--- src/rtl/period_meter_if.sv ---
`default_nettype none
// ============================================================================
//  Module      : period_meter_if
//  Description : Signal bundle between the measured source and the period
//                meter: the input under measurement plus the result outputs.
//  Revision    : 1.0 - initial release
// ============================================================================
interface period_meter_if #(
    parameter int W       = 16,
    parameter int N_WIDTH = 8
);
    logic               sig_in;
    logic [W-1:0]       period;
    logic [W-1:0]       high_time;
    logic               valid;
    logic               timeout;
    logic [N_WIDTH-1:0] meas_count;

    // Source side: drives the signal, observes the results
    modport master (
        output sig_in,
        input  period,
        input  high_time,
        input  valid,
        input  timeout,
        input  meas_count
    );

    // Meter side: samples the signal, produces the results
    modport slave (
        input  sig_in,
        output period,
        output high_time,
        output valid,
        output timeout,
        output meas_count
    );
endinterface
`default_nettype wire

--- src/rtl/period_meter.sv ---
`default_nettype none
// ============================================================================
//  Module      : period_meter
//  Description : Measures the period and high time of an asynchronous input
//                in clk cycles, between consecutive rising edges. Flags a
//                sticky timeout when no edge arrives before the counter would
//                saturate, and counts completed measurements.
//  Revision    : 1.0 - initial release
// ============================================================================
module period_meter #(
    parameter int W       = 16,
    parameter int N_WIDTH = 8
) (
    input  wire logic          clk,
    input  wire logic          rst,
    period_meter_if.slave      bus
);

    localparam logic [0:0]         c_WAIT_FIRST = 1'b0;
    localparam logic [0:0]         c_MEASURE    = 1'b1;
    localparam logic [W-1:0]       c_CNT_MAX    = {W{1'b1}};
    localparam logic [W-1:0]       c_ONE_W      = {{(W-1){1'b0}}, 1'b1};
    localparam logic [N_WIDTH-1:0] c_ONE_N      = {{(N_WIDTH-1){1'b0}}, 1'b1};

    // Synchronizer chain and edge-history register
    logic r_s1_q,    w_s1_d;
    logic r_s_q,     w_s_d;
    logic r_s_dly_q, w_s_dly_d;

    // Measurement state
    logic [0:0]         r_state_q,      w_state_d;
    logic [W-1:0]       r_cnt_q,        w_cnt_d;
    logic [W-1:0]       r_hi_cnt_q,     w_hi_cnt_d;
    logic [W-1:0]       r_period_q,     w_period_d;
    logic [W-1:0]       r_high_time_q,  w_high_time_d;
    logic               r_valid_q,      w_valid_d;
    logic               r_timeout_q,    w_timeout_d;
    logic [N_WIDTH-1:0] r_meas_count_q, w_meas_count_d;

    logic w_edge;

    // Next-state logic: synchronizer shift, edge detect and the two-state measurement FSM
    always_comb begin
        w_s1_d         = bus.sig_in;
        w_s_d          = r_s1_q;
        w_s_dly_d      = r_s_q;
        w_edge         = r_s_q & ~r_s_dly_q;

        w_state_d      = r_state_q;
        w_cnt_d        = r_cnt_q;
        w_hi_cnt_d     = r_hi_cnt_q;
        w_period_d     = r_period_q;
        w_high_time_d  = r_high_time_q;
        w_valid_d      = 1'b0;
        w_timeout_d    = r_timeout_q;
        w_meas_count_d = r_meas_count_q;

        case (r_state_q)
            c_WAIT_FIRST: begin
                // First edge only arms the counters; the edge cycle itself is high
                if (w_edge) begin
                    w_cnt_d    = c_ONE_W;
                    w_hi_cnt_d = c_ONE_W;
                    w_state_d  = c_MEASURE;
                end
            end
            c_MEASURE: begin
                if (w_edge) begin
                    // An edge wins over saturation, so a full-scale period still reports
                    w_period_d     = r_cnt_q;
                    w_high_time_d  = r_hi_cnt_q;
                    w_valid_d      = 1'b1;
                    w_timeout_d    = 1'b0;
                    w_meas_count_d = r_meas_count_q + c_ONE_N;
                    w_cnt_d        = c_ONE_W;
                    w_hi_cnt_d     = c_ONE_W;
                end else if (r_cnt_q == c_CNT_MAX) begin
                    // Counter would wrap: give up on this interval and re-arm
                    w_timeout_d = 1'b1;
                    w_state_d   = c_WAIT_FIRST;
                end else begin
                    w_cnt_d    = r_cnt_q + c_ONE_W;
                    w_hi_cnt_d = r_hi_cnt_q + {{(W-1){1'b0}}, r_s_q};
                end
            end
            default: begin
                w_state_d = c_WAIT_FIRST;
            end
        endcase
    end

    // State registers with synchronous reset taking priority over all events
    always_ff @(posedge clk) begin
        if (rst) begin
            r_s1_q         <= 1'b0;
            r_s_q          <= 1'b0;
            r_s_dly_q      <= 1'b0;
            r_state_q      <= c_WAIT_FIRST;
            r_cnt_q        <= '0;
            r_hi_cnt_q     <= '0;
            r_period_q     <= '0;
            r_high_time_q  <= '0;
            r_valid_q      <= 1'b0;
            r_timeout_q    <= 1'b0;
            r_meas_count_q <= '0;
        end else begin
            r_s1_q         <= w_s1_d;
            r_s_q          <= w_s_d;
            r_s_dly_q      <= w_s_dly_d;
            r_state_q      <= w_state_d;
            r_cnt_q        <= w_cnt_d;
            r_hi_cnt_q     <= w_hi_cnt_d;
            r_period_q     <= w_period_d;
            r_high_time_q  <= w_high_time_d;
            r_valid_q      <= w_valid_d;
            r_timeout_q    <= w_timeout_d;
            r_meas_count_q <= w_meas_count_d;
        end
    end

    assign bus.period     = r_period_q;
    assign bus.high_time  = r_high_time_q;
    assign bus.valid      = r_valid_q;
    assign bus.timeout    = r_timeout_q;
    assign bus.meas_count = r_meas_count_q;

endmodule
`default_nettype wire

--- src/flat_wrapper.sv ---
// flat-port wrapper written by rule: the top's interface ports become plain ports
module period_meter_flat 
#(
    parameter int W       = 16,
    parameter int N_WIDTH = 8
)
  (clk, rst, bus_sig_in, bus_period, bus_high_time, bus_valid, bus_timeout, bus_meas_count);
  period_meter_if #(.W(W), .N_WIDTH(N_WIDTH)) bus_i ();
  input  wire logic clk;
  input  wire logic rst;
  input wire logic [$bits(bus_i.sig_in)-1:0] bus_sig_in;
  output wire logic [$bits(bus_i.period)-1:0] bus_period;
  output wire logic [$bits(bus_i.high_time)-1:0] bus_high_time;
  output wire logic [$bits(bus_i.valid)-1:0] bus_valid;
  output wire logic [$bits(bus_i.timeout)-1:0] bus_timeout;
  output wire logic [$bits(bus_i.meas_count)-1:0] bus_meas_count;
  assign bus_i.sig_in = bus_sig_in;
  assign bus_period = bus_i.period;
  assign bus_high_time = bus_i.high_time;
  assign bus_valid = bus_i.valid;
  assign bus_timeout = bus_i.timeout;
  assign bus_meas_count = bus_i.meas_count;
  period_meter #(.W(W), .N_WIDTH(N_WIDTH)) u_core (.clk(clk), .rst(rst), .bus(bus_i));
endmodule
--- config.mk ---
export PLATFORM = sky130hd
export DESIGN_NAME = period_meter_flat
export DESIGN_NICKNAME = d
export VERILOG_FILES = /design/src/rtl/period_meter_if.sv /design/src/rtl/period_meter.sv /design/src/flat_wrapper.sv
export SDC_FILE = /design/constraint.sdc
export NUM_CORES = 1
export LEC_CHECK = 0
export ABC_AREA = 1
export CAP_MARGIN = 15
export CORE_UTILIZATION = 59
export DETAILED_ROUTE_END_ITERATION = 16
export GPL_ROUTABILITY_DRIVEN = 0
export PLACE_DENSITY = 0.92
export SLEW_MARGIN = 20
export SYNTH_ARGS = -nofsm -noshare
export SYNTH_HDL_FRONTEND = slang
export SYNTH_SLANG_ARGS = --single-unit
export TNS_END_PERCENT = 30
--- constraint.sdc ---
create_clock -name clk -period 3 [get_ports clk]
set_input_delay 0.6 -clock clk [delete_from_list [all_inputs] [get_ports clk]]
set_output_delay 0.6 -clock clk [all_outputs]
set_load 0.02 [all_outputs]
==> impl_results.md <==
- Total count of max-transition violations in the final report: 0
- Portion of the clock cycle consumed by the worst path in the final layout: 78.87%
- Worst-Skew Late Latency: 360 ps
- Share of Yosys cell area claimed by the top area cell type: 44.33%
- Fraction of layout cells with a size suffix above 1: 5.850%
- Hold_buf cts: 0
- Via count of the first global-routing pass: 3084
- Post-layout instance area: 4198 um^2
- Count of inserted antenna diode cells: 0
- Worst-case headroom to the max-slew limit: 41.90%
- CTS clock-pin slew for the worst setup and hold paths: 80 ps
- Final worst hold slack: 414.8 ps
- Number of setup violations in the final report: 0
- Count of state elements after synthesis: 78
- First-pass GRT wire length: 13.88 mm
- Die X-Extent: 79.27 um
- Pin count of the biggest net entering global routing: 38
- Endpoint arrival time on the critical path: 2640 ps
- Average cell area after synthesis: 7.016 um^2
- # IOs: 45
- Total clock buffers created by CTS: 9
- Number of levels in the clock H-tree: 3
- Count of port buffers added during placement: 44
- Leak: 0.001488 uW
- Flop pwr share: 52.6%
- Remaining antenna violation count after routing: 0
- Transition time at the pin with the least slew margin: 868.3 ps
- Most common cell in the synthesized netlist: sky130_fd_sc_hd__nand2_1
- Total power density per cell area: 479.8 nW/um^2
- Total Negative Setup Slacks: 0 ps
- Master cell of the clock root buffer: sky130_fd_sc_hd__clkbuf_8
- Detailed Routing Iterations Pass 1: 6
- Outcome: complete, no violations
- Violation count after the first detailed-routing iteration: 420
- RSZ-0062 raised after global routing: no
- Area after detailed placement: 3980 um^2
- Number of DRC violations after detailed routing: 0
- Area added between synthesis and finish: 19.18%
- Share of total power in combinational logic: 5.5%
- Wire length reported by the detailed router: 8.380 mm
- Total internal power: 1536 uW
- All-layer global routing usage: 28.29%
- Fraction of power consumed by the clock network: 41.9%
- Share of synthesized area occupied by flip-flops and latches: 44.33%
- Distinct cells, synth: 30
- Worst setup EP type: register
- Final-stage net count: 549
- Initial antenna violation count: 0
- Core outline area: 5642 um^2
- Clock tree from TritonCTS: yes
- Total die area: 6283 um^2
- Number of enable-type register cells in the synthesized netlist: 0
- Final global-route overflow total: 0
- Max Clock Freq: 0.4226 GHz
- Site Rows: 27
- Final Critical Period: 2366 ps
- YS warnings: 0
- Proportion of total power due to net switching: 23.73%
- Number of endpoints with negative hold slack in the final report: 0
- Async set-or-reset flop fraction in the synthesized netlist: 0%
- Worst IR drop on VDD: 0.0004573 V
- Routed via count divided by cell count: 5.617
- Number of cells produced by synthesis: 502
- Crit path max fanout: 23
- Post-detailed-route wirelength per cell: 13.54 um
- Top cell types by occurrence after synthesis: sky130_fd_sc_hd__nand2_1 (122), sky130_fd_sc_hd__dfxtp_1 (78), sky130_fd_sc_hd__nor2_1 (63)
- Synth Cell Area: 3522 um^2
- Number of maximum-capacitance violations: 0
- Classification of the worst-slack hold path: reg -> reg
- Switching power: 477.9 uW
- Top area cells in the synthesized netlist: sky130_fd_sc_hd__dfxtp_1 (44%), sky130_fd_sc_hd__nand2_1 (13%), sky130_fd_sc_hd__nand3_1 (8.0%)
- Fraction of the core area covered by cells at the end of the flow: 74.41%
- CP startpoint kind: register
- Effective utilization at floorplan: 62.43%
- Post-DP HPWL: 5.782 mm
- Synth Flop Type: sky130_fd_sc_hd__dfxtp_1
- Kind of critical path: reg -> reg
- Buffers inserted during post-CTS setup optimization: 0
- Vert. Die Dim: 79.27 um
- Sink count of the clock tree: 78
- Clk buf depth: 2
- Final setup skew: 14.94 ps
- DR vias: 3477
- Required time reported for the critical path endpoint: 3270 ps
- Syn_nets: 509
- Post-cts gate resize count: 0
- Cell type contributing the most total cell area after synthesis: sky130_fd_sc_hd__dfxtp_1
-- area by class of cell --
cell class,count,area (um^2)
Clock buffer,12,165.2
Fill cell,453,1444
Sequential cell,78,1562
Multi-Input combinational cell,358,1673
Timing Repair Buffer,49,478.0
Inverter,46,177.7
Clock inverter,4,52.55
Tap cell,72,90.09
-- flip-flops by register name, summed over array words and instances, names as in the netlist, 8 cells and up --
name and count:
u_core.r_hi_cnt_q 16, u_core.bus.meas_count 8, u_core.r_cnt_q 16, u_core.bus.period 16, u_core.bus.high_time 16
-- worst paths after layout --
kind | start | cells past startpoint | end | slack, ps
worst max-delay path | u_core.r_state_q | 4 | u_core.bus.period[11] | 630
worst min-delay path | u_core.r_s1_q | 2 | u_core.r_s_q | 410
worst max register to register | u_core.r_state_q | 4 | u_core.bus.period[11] | 630
worst min register to register | u_core.r_s1_q | 2 | u_core.r_s_q | 410
-- power groups by stage --
stage	combinational [uW]	sequential [uW]	clock (uW)
after floorplan	77.9	1090	0
after global placement	106	1080	0
after detailed placement	109	1080	0
after CTS	110	1060	847
after global routing	124	1060	890
final	111	1060	843
-- worst max-delay path, cell delays in order (launching register included) --
cell	delay, ps
sky130_fd_sc_hd__dfxtp_1	640
sky130_fd_sc_hd__nand2_1	150
sky130_fd_sc_hd__nor2_1	690
sky130_fd_sc_hd__inv_1	490
sky130_fd_sc_hd__o21ai_0	300
-- per-stage QoR --
stage	worst slack, ps	instances	total power [uW]
after floorplan	1424	502	1163
after global placement	503.2	603	1189
after detailed placement	390.3	603	1192
after CTS	694.8	619	2017
after global routing	413.6	619	2077
final	633.9	619	2014
-- metal layers --
layer / up-vias / GRT usage (%) / wire (um)
met4: 0 / 13.45 / 176
li1: 1720 / - / -
met5: - / 0 / 0
met2: 144 / 44.83 / 3800
met1: 1593 / 37.30 / 3785
met3: 20 / 4.828 / 617
-- cells by family (layout without fill, tap and decap cells) --
logic type	Yosys count	count (layout)	synth area share, %
xor+xnor	1	1	0.2487
simple gates	269	269	33.14
buf+inv	66	111	8.170
flops	78	78	44.33
compound gates	84	84	12.68
fa+ha+maj	4	4	1.421
-- layout by cell type, fill, tap and decap left out, drive strengths merged --
| cell type | count |
|---|---|
| nand3 | 56 |
| o21ai | 40 |
| o31ai | 1 |
| dfxtp | 78 |
| nand4 | 11 |
| nor3 | 11 |
| o2111ai | 1 |
| nand2 | 124 |
| o21a | 2 |
| nor2 | 67 |
| bufinv | 1 |
| xor2 | 1 |
| clkbuf | 12 |
| clkdlybuf4s50 | 44 |
| ha | 4 |
| a21oi | 40 |
| inv | 46 |
| clkinv | 3 |
| buf | 5 |
Power figures use the tool's default switching activity.
